[src/rtl/mips_cpu_bus_arbiter.sv]
// Two-port arbiter sharing one Avalon-style memory port between instruction fetch and load/store.
// Define ARB_ROUND_ROBIN_EN for round-robin tie-breaking; otherwise the data port wins ties.
module mips_cpu_bus_arbiter (
  input  logic        clk,
  input  logic        reset_n,
  input  logic [31:0] i_address,
  input  logic        i_read,
  output logic        i_waitrequest,
  output logic [31:0] i_readdata,
  output logic        i_readvalid,
  input  logic [31:0] d_address,
  input  logic        d_read,
  input  logic        d_write,
  input  logic [31:0] d_writedata,
  input  logic [3:0]  d_byteenable,
  output logic        d_waitrequest,
  output logic [31:0] d_readdata,
  output logic        d_readvalid,
  output logic [31:0] m_address,
  output logic        m_read,
  output logic        m_write,
  output logic [31:0] m_writedata,
  output logic [3:0]  m_byteenable,
  input  logic        m_waitrequest,
  input  logic [31:0] m_readdata
);

  typedef enum logic [2:0] {IDLE, GRANT_I, GRANT_D, RESP_I, RESP_D} state_t;

  state_t state, next_state;
  logic   i_req, d_req, tie_to_d;

  assign i_req = i_read;
  assign d_req = d_read | d_write;

`ifdef ARB_ROUND_ROBIN_EN
  // last_grant = 1 means the data port was granted most recently, so fetch wins the next tie
  logic last_grant;

  always_ff @(posedge clk or negedge reset_n) begin
    if (!reset_n)
      last_grant <= 1'b1;
    else if (state == IDLE && next_state == GRANT_I)
      last_grant <= 1'b0;
    else if (state == IDLE && next_state == GRANT_D)
      last_grant <= 1'b1;
  end

  assign tie_to_d = ~last_grant;
`else
  assign tie_to_d = 1'b1;
`endif

  always_ff @(posedge clk or negedge reset_n) begin
    if (!reset_n)
      state <= IDLE;
    else
      state <= next_state;
  end

  always_comb begin
    next_state = state;
    case (state)
      IDLE: begin
        if (i_req && d_req)
          next_state = tie_to_d ? GRANT_D : GRANT_I;
        else if (i_req)
          next_state = GRANT_I;
        else if (d_req)
          next_state = GRANT_D;
      end
      GRANT_I: begin
        if (!i_req)
          next_state = IDLE;
        else if (!m_waitrequest)
          next_state = RESP_I;
      end
      // A simultaneous read+write is a write, so it never produces a response cycle
      GRANT_D: begin
        if (!d_req)
          next_state = IDLE;
        else if (!m_waitrequest)
          next_state = d_write ? IDLE : RESP_D;
      end
      RESP_I:  next_state = IDLE;
      RESP_D:  next_state = IDLE;
      default: next_state = IDLE;
    endcase
  end

  always_comb begin
    m_address     = 32'h0;
    m_read        = 1'b0;
    m_write       = 1'b0;
    m_writedata   = 32'h0;
    m_byteenable  = 4'h0;
    i_waitrequest = 1'b1;
    d_waitrequest = 1'b1;
    i_readvalid   = 1'b0;
    i_readdata    = 32'h0;
    d_readvalid   = 1'b0;
    d_readdata    = 32'h0;
    case (state)
      GRANT_I: begin
        m_address     = i_address;
        m_read        = i_read;
        m_byteenable  = 4'hF;
        i_waitrequest = m_waitrequest;
      end
      GRANT_D: begin
        m_address     = d_address;
        m_read        = d_read & ~d_write;
        m_write       = d_write;
        m_writedata   = d_writedata;
        m_byteenable  = d_byteenable;
        d_waitrequest = m_waitrequest;
      end
      RESP_I: begin
        i_readvalid = 1'b1;
        i_readdata  = m_readdata;
      end
      RESP_D: begin
        d_readvalid = 1'b1;
        d_readdata  = m_readdata;
      end
      default: ;
    endcase
  end

endmodule
[config.mk]
export PLATFORM = sky130hd
export DESIGN_NAME = mips_cpu_bus_arbiter
export DESIGN_NICKNAME = d
export VERILOG_FILES = /design/src/rtl/mips_cpu_bus_arbiter.sv
export SDC_FILE = /design/constraint.sdc
export NUM_CORES = 1
export LEC_CHECK = 0
export ABC_AREA = 1
export BUFFER_PORTS_ARGS = -buffer_cell sky130_fd_sc_hd__buf_4
export CORE_AREA = 2 2 106 108
export CTS_BUF_LIST = sky130_fd_sc_hd__clkbuf_8
export DETAILED_ROUTE_END_ITERATION = 16
export DIE_AREA = 0 0 108 110
export PLACE_DENSITY = 0.47
export SETUP_SLACK_MARGIN = 0.1
export SLEW_MARGIN = 15
export SYNTH_ARGS = -nofsm -noshare
export SYNTH_HDL_FRONTEND = slang
export SYNTH_SLANG_ARGS = --single-unit
[constraint.sdc]
create_clock -name clk -period 2.2 [get_ports clk]
set_input_delay 0.11 -clock clk [delete_from_list [all_inputs] [get_ports clk]]
set_output_delay 0.11 -clock clk [all_outputs]
set_load 0.1 [all_outputs]
==> Implementation_results.wiki <==
{| class="wikitable"
! Metric !! Value
|-
| Run status || complete, no violations
|-
| Post-route worst setup slack || about 0.24 ns
|-
| Min cycle time layout || a little under 2 ns
|-
| Non-filler cells in the finished layout || 668
|-
| Post-Syn Nets || about 400
|-
| Yosys warnings || 0
|-
| Destination of the worst hold path || state[2]
|-
| Start-to-end type of the worst setup path || reg -> out
|-
| DRT antenna net count || 0
|-
| Min-Delay Path Class || in -> reg
|-
| Full die area || about 0.012 sq mm
|-
| Leftover overflow at the end of global routing || 0
|-
| Top Ports || 276
|-
| Maxcap violations || 0
|-
| # setup viols final || 0
|-
| Detailed-router iteration count before antenna repair || 4
|-
| Synth-to-layout area growth || 220%
|-
| Die Width || between 100 and 150 microns
|-
| Maximum number of pins on one net before global-route repair || 34
|-
| Vias in the first global route || 2,345
|-
| Clock Sinks || 3
|-
| Pins Over Slew Limit || 0
|-
| Drt drc || 0
|-
| Latest clock arrival within the worst-skew pair || 0.22 ns
|-
| Highest ir drop seen on vdd || between 1 and 1.5 mV
|-
| Reg-to-reg setup timing slack || 0.99 ns
|-
| Seq/Total Area, Yosys || 0.0596
|-
| Fraction of layout cells with a size suffix above 1 || 0.695
|-
| Starting density of the core || 0.118
|-
| Count of input and output buffers || 275
|-
| Count of antenna diodes in the layout || 0
|-
| Clock buffers created by TritonCTS || 3
|-
| Netlist Area Pre-Place || 0.00126 sq mm
|-
| Clock buffer depth || 2
|-
| Register bank with the most flops || state
|-
| WL per Instance || around 13 microns
|-
| Slew margin rel. || 0.396
|-
| Count of H-tree levels built during CTS || 1
|-
| Worst setup skew after layout || 0.00117 ns
|-
| Ordered cell list for the critical path || nor2_1 -> nand2_2 -> inv_4 -> a22o_1 -> buf_4
|-
| Power density over the cells || 1470 mW/mm^2
|-
| Unique cell type count in the Yosys netlist || 16
|-
| Dpl cells || 660
|-
| Critical R2R Launch || state[2]
|-
| Dpl ws || between 0.3 and 0.4 ns
|-
| Initial antenna violation count || 0
|-
| Clock-pin transition on the worst setup and hold timing paths || 0.03 ns
|-
| Core footprint || ~0.011 sq mm
|-
| TritonCTS clock tree || done
|-
| Delay of the slowest cell on the worst path || between 0.4 and 0.5 ns
|-
| Row count || 38
|-
| Number of violations reported at the end of detailed-routing iteration 0 || 88
|-
| Peak clock frequency supported by timing || a little over 0.5 GHz
|-
| Post-synthesis sequential element count || 3
|-
| Number of stages on the worst hold path || 3
|-
| Top library cells by usage in the layout, fill and taps aside || 280 x sky130_fd_sc_hd__buf_4, 69 x sky130_fd_sc_hd__inv_1, 65 x sky130_fd_sc_hd__nor2_4
|-
| Total routing resource utilization after global routing || 0.125
|-
| Die Y-Extent || about 110 microns
|-
| Root Buffer || sky130_fd_sc_hd__clkbuf_8
|-
| Slew at the pin closest to its max-slew limit || approximately 0.9 ns
|-
| Cells on worst reg2reg path || 6
|-
| Highest net fanout along the worst path || 33
|-
| Critical Path RT || ~2.1 ns
|-
| Leading registers by flop count || state (3)
|-
| Via density per instance || 3.83
|-
| Crit share post-route || 0.889
|-
| CP Capture Type || output pin
|-
| Setup repair after global routing missed its margin || false
|-
| Final number of hold-violating endpoints || 0
|-
| Largest register FFs || 3
|-
| Final net count || 667
|-
| Startpoint of the worst hold path || d_read
|-
| CP arrival || between 1.5 and 2 ns
|-
| Via count || 2,557
|-
| Destination of the worst register-to-register timing path || state[1]
|-
| Syn Area/Cell || slightly below 5 sq um
|-
| Post-detailed-routing wire length || ~8.6 mm
|-
| First-pass GRT wire length || about 12 mm
|-
| Instance count of the mapped netlist || 259
|-
| Routability cong. || 0.737
|-
| Startpoint type of the worst setup path || flip-flop
|-
| Leakage || 0.00231 uW
|-
| Leading cell type in the layout, fill and taps excluded || sky130_fd_sc_hd__buf_4
|-
| Slowest stage cell, crit path || sky130_fd_sc_hd__dfrtp_1
|-
| HPWL Detailed || roughly 7.3 mm
|}
-- where the power goes --
part | total (uW) | internal [uW] | switching, uW
clock network | 158 | 119 | 39.0
logic | 5670 | 1120 | 4550
registers | 88.5 | 70.7 | 17.8
total | 5910 | 1310 | 4610
-- layer usage --
metal | up-vias | GRT usage | part of all wire
li1 | 1301 | - | -
met1 | 1114 | 0.149 | 0.37
met2 | 140 | 0.230 | 0.53
met3 | 2 | 0.0329 | 0.098
met4 | 0 | 0.0192 | 0.0017
met5 | - | 0 | 0
-- kinds of logic after synthesis --
kind of cell	Yosys count	synth area share
AOI/OAI and AO/OA	33	0.226
buffers and inverters	90	0.293
DFF	3	0.0596
and+or+nand+nor	133	0.421
-- how the worst max path moves through the flow --
stage                     end  startpoint
2_1_floorplan  i_readdata[10]    state[0]
4_1_cts               m_write    state[2]
3_5_place_dp    m_address[26]    state[2]
6_report        m_address[26]    state[2]
3_3_place_gp    m_address[26]    state[2]
5_1_grt        i_readdata[22]    state[0]
-- critical path: cells and delay by family (launching register included) --
kind | cells | cell delay, ns
buffers and inverters | 2 | 0.60
AO/OA/AOI/OAI | 1 | 0.23
AND/OR/NAND/NOR | 2 | 0.34
flip-flops | 1 | 0.45
-- cell usage after synthesis --
cell type,instances,area (sq um)
sky130_fd_sc_hd__buf_2,7,35.0
sky130_fd_sc_hd__nand3_2,1,10.0
sky130_fd_sc_hd__nor3_2,1,10.0
sky130_fd_sc_hd__a22o_1,32,280
sky130_fd_sc_hd__nor2_1,106,398
sky130_fd_sc_hd__inv_2,4,15.0
sky130_fd_sc_hd__nand3_1,3,15.0
sky130_fd_sc_hd__o21ai_0,1,5.00
sky130_fd_sc_hd__nor3_4,1,16.3
sky130_fd_sc_hd__buf_6,1,11.3
sky130_fd_sc_hd__dfrtp_1,3,75.1
sky130_fd_sc_hd__inv_1,70,263
sky130_fd_sc_hd__nand2_1,20,75.1
sky130_fd_sc_hd__buf_4,4,30.0
sky130_fd_sc_hd__clkbuf_1,4,15.0
sky130_fd_sc_hd__nand2_2,1,6.26
-- per-stage QoR --
stage | setup TNS, ns | hold slack [ns] | total power, uW | instance area [sq um] | utilization
floorplan | -8.37 | -0.186 | 4690 | 1860 | -
global placement | 0 | -0.0981 | 5720 | 3950 | 0.369
detailed placement | 0 | -0.0987 | 5720 | 3950 | 0.369
CTS | 0 | 0.168 | 5890 | 4000 | 0.374
global route | 0 | 0.191 | 6100 | 4030 | 0.377
finish | 0 | 0.168 | 5910 | 4030 | 0.377
-- final cells by class --
type	count	area (sq um)
clock inverter	1	3.75
fill	1144	6670
timing repair buffer	281	2110
clock buffer	3	41.3
multi-input combinational	166	1330
sequential	3	75.1
tap	140	175
inverter	74	290
-- what timing repair did --
item / 4_1_cts / 5_1_grt
hold endpoints to repair: 3 / 0
hold buffers: 1 / 0
pin swaps: 0 / 1
resized for setup: 1 / 3
endpoints found under the setup margin: 7 / 87
buffers inserted: 0 / 3
No activity file was read; power rests on OpenSTA's default activity.
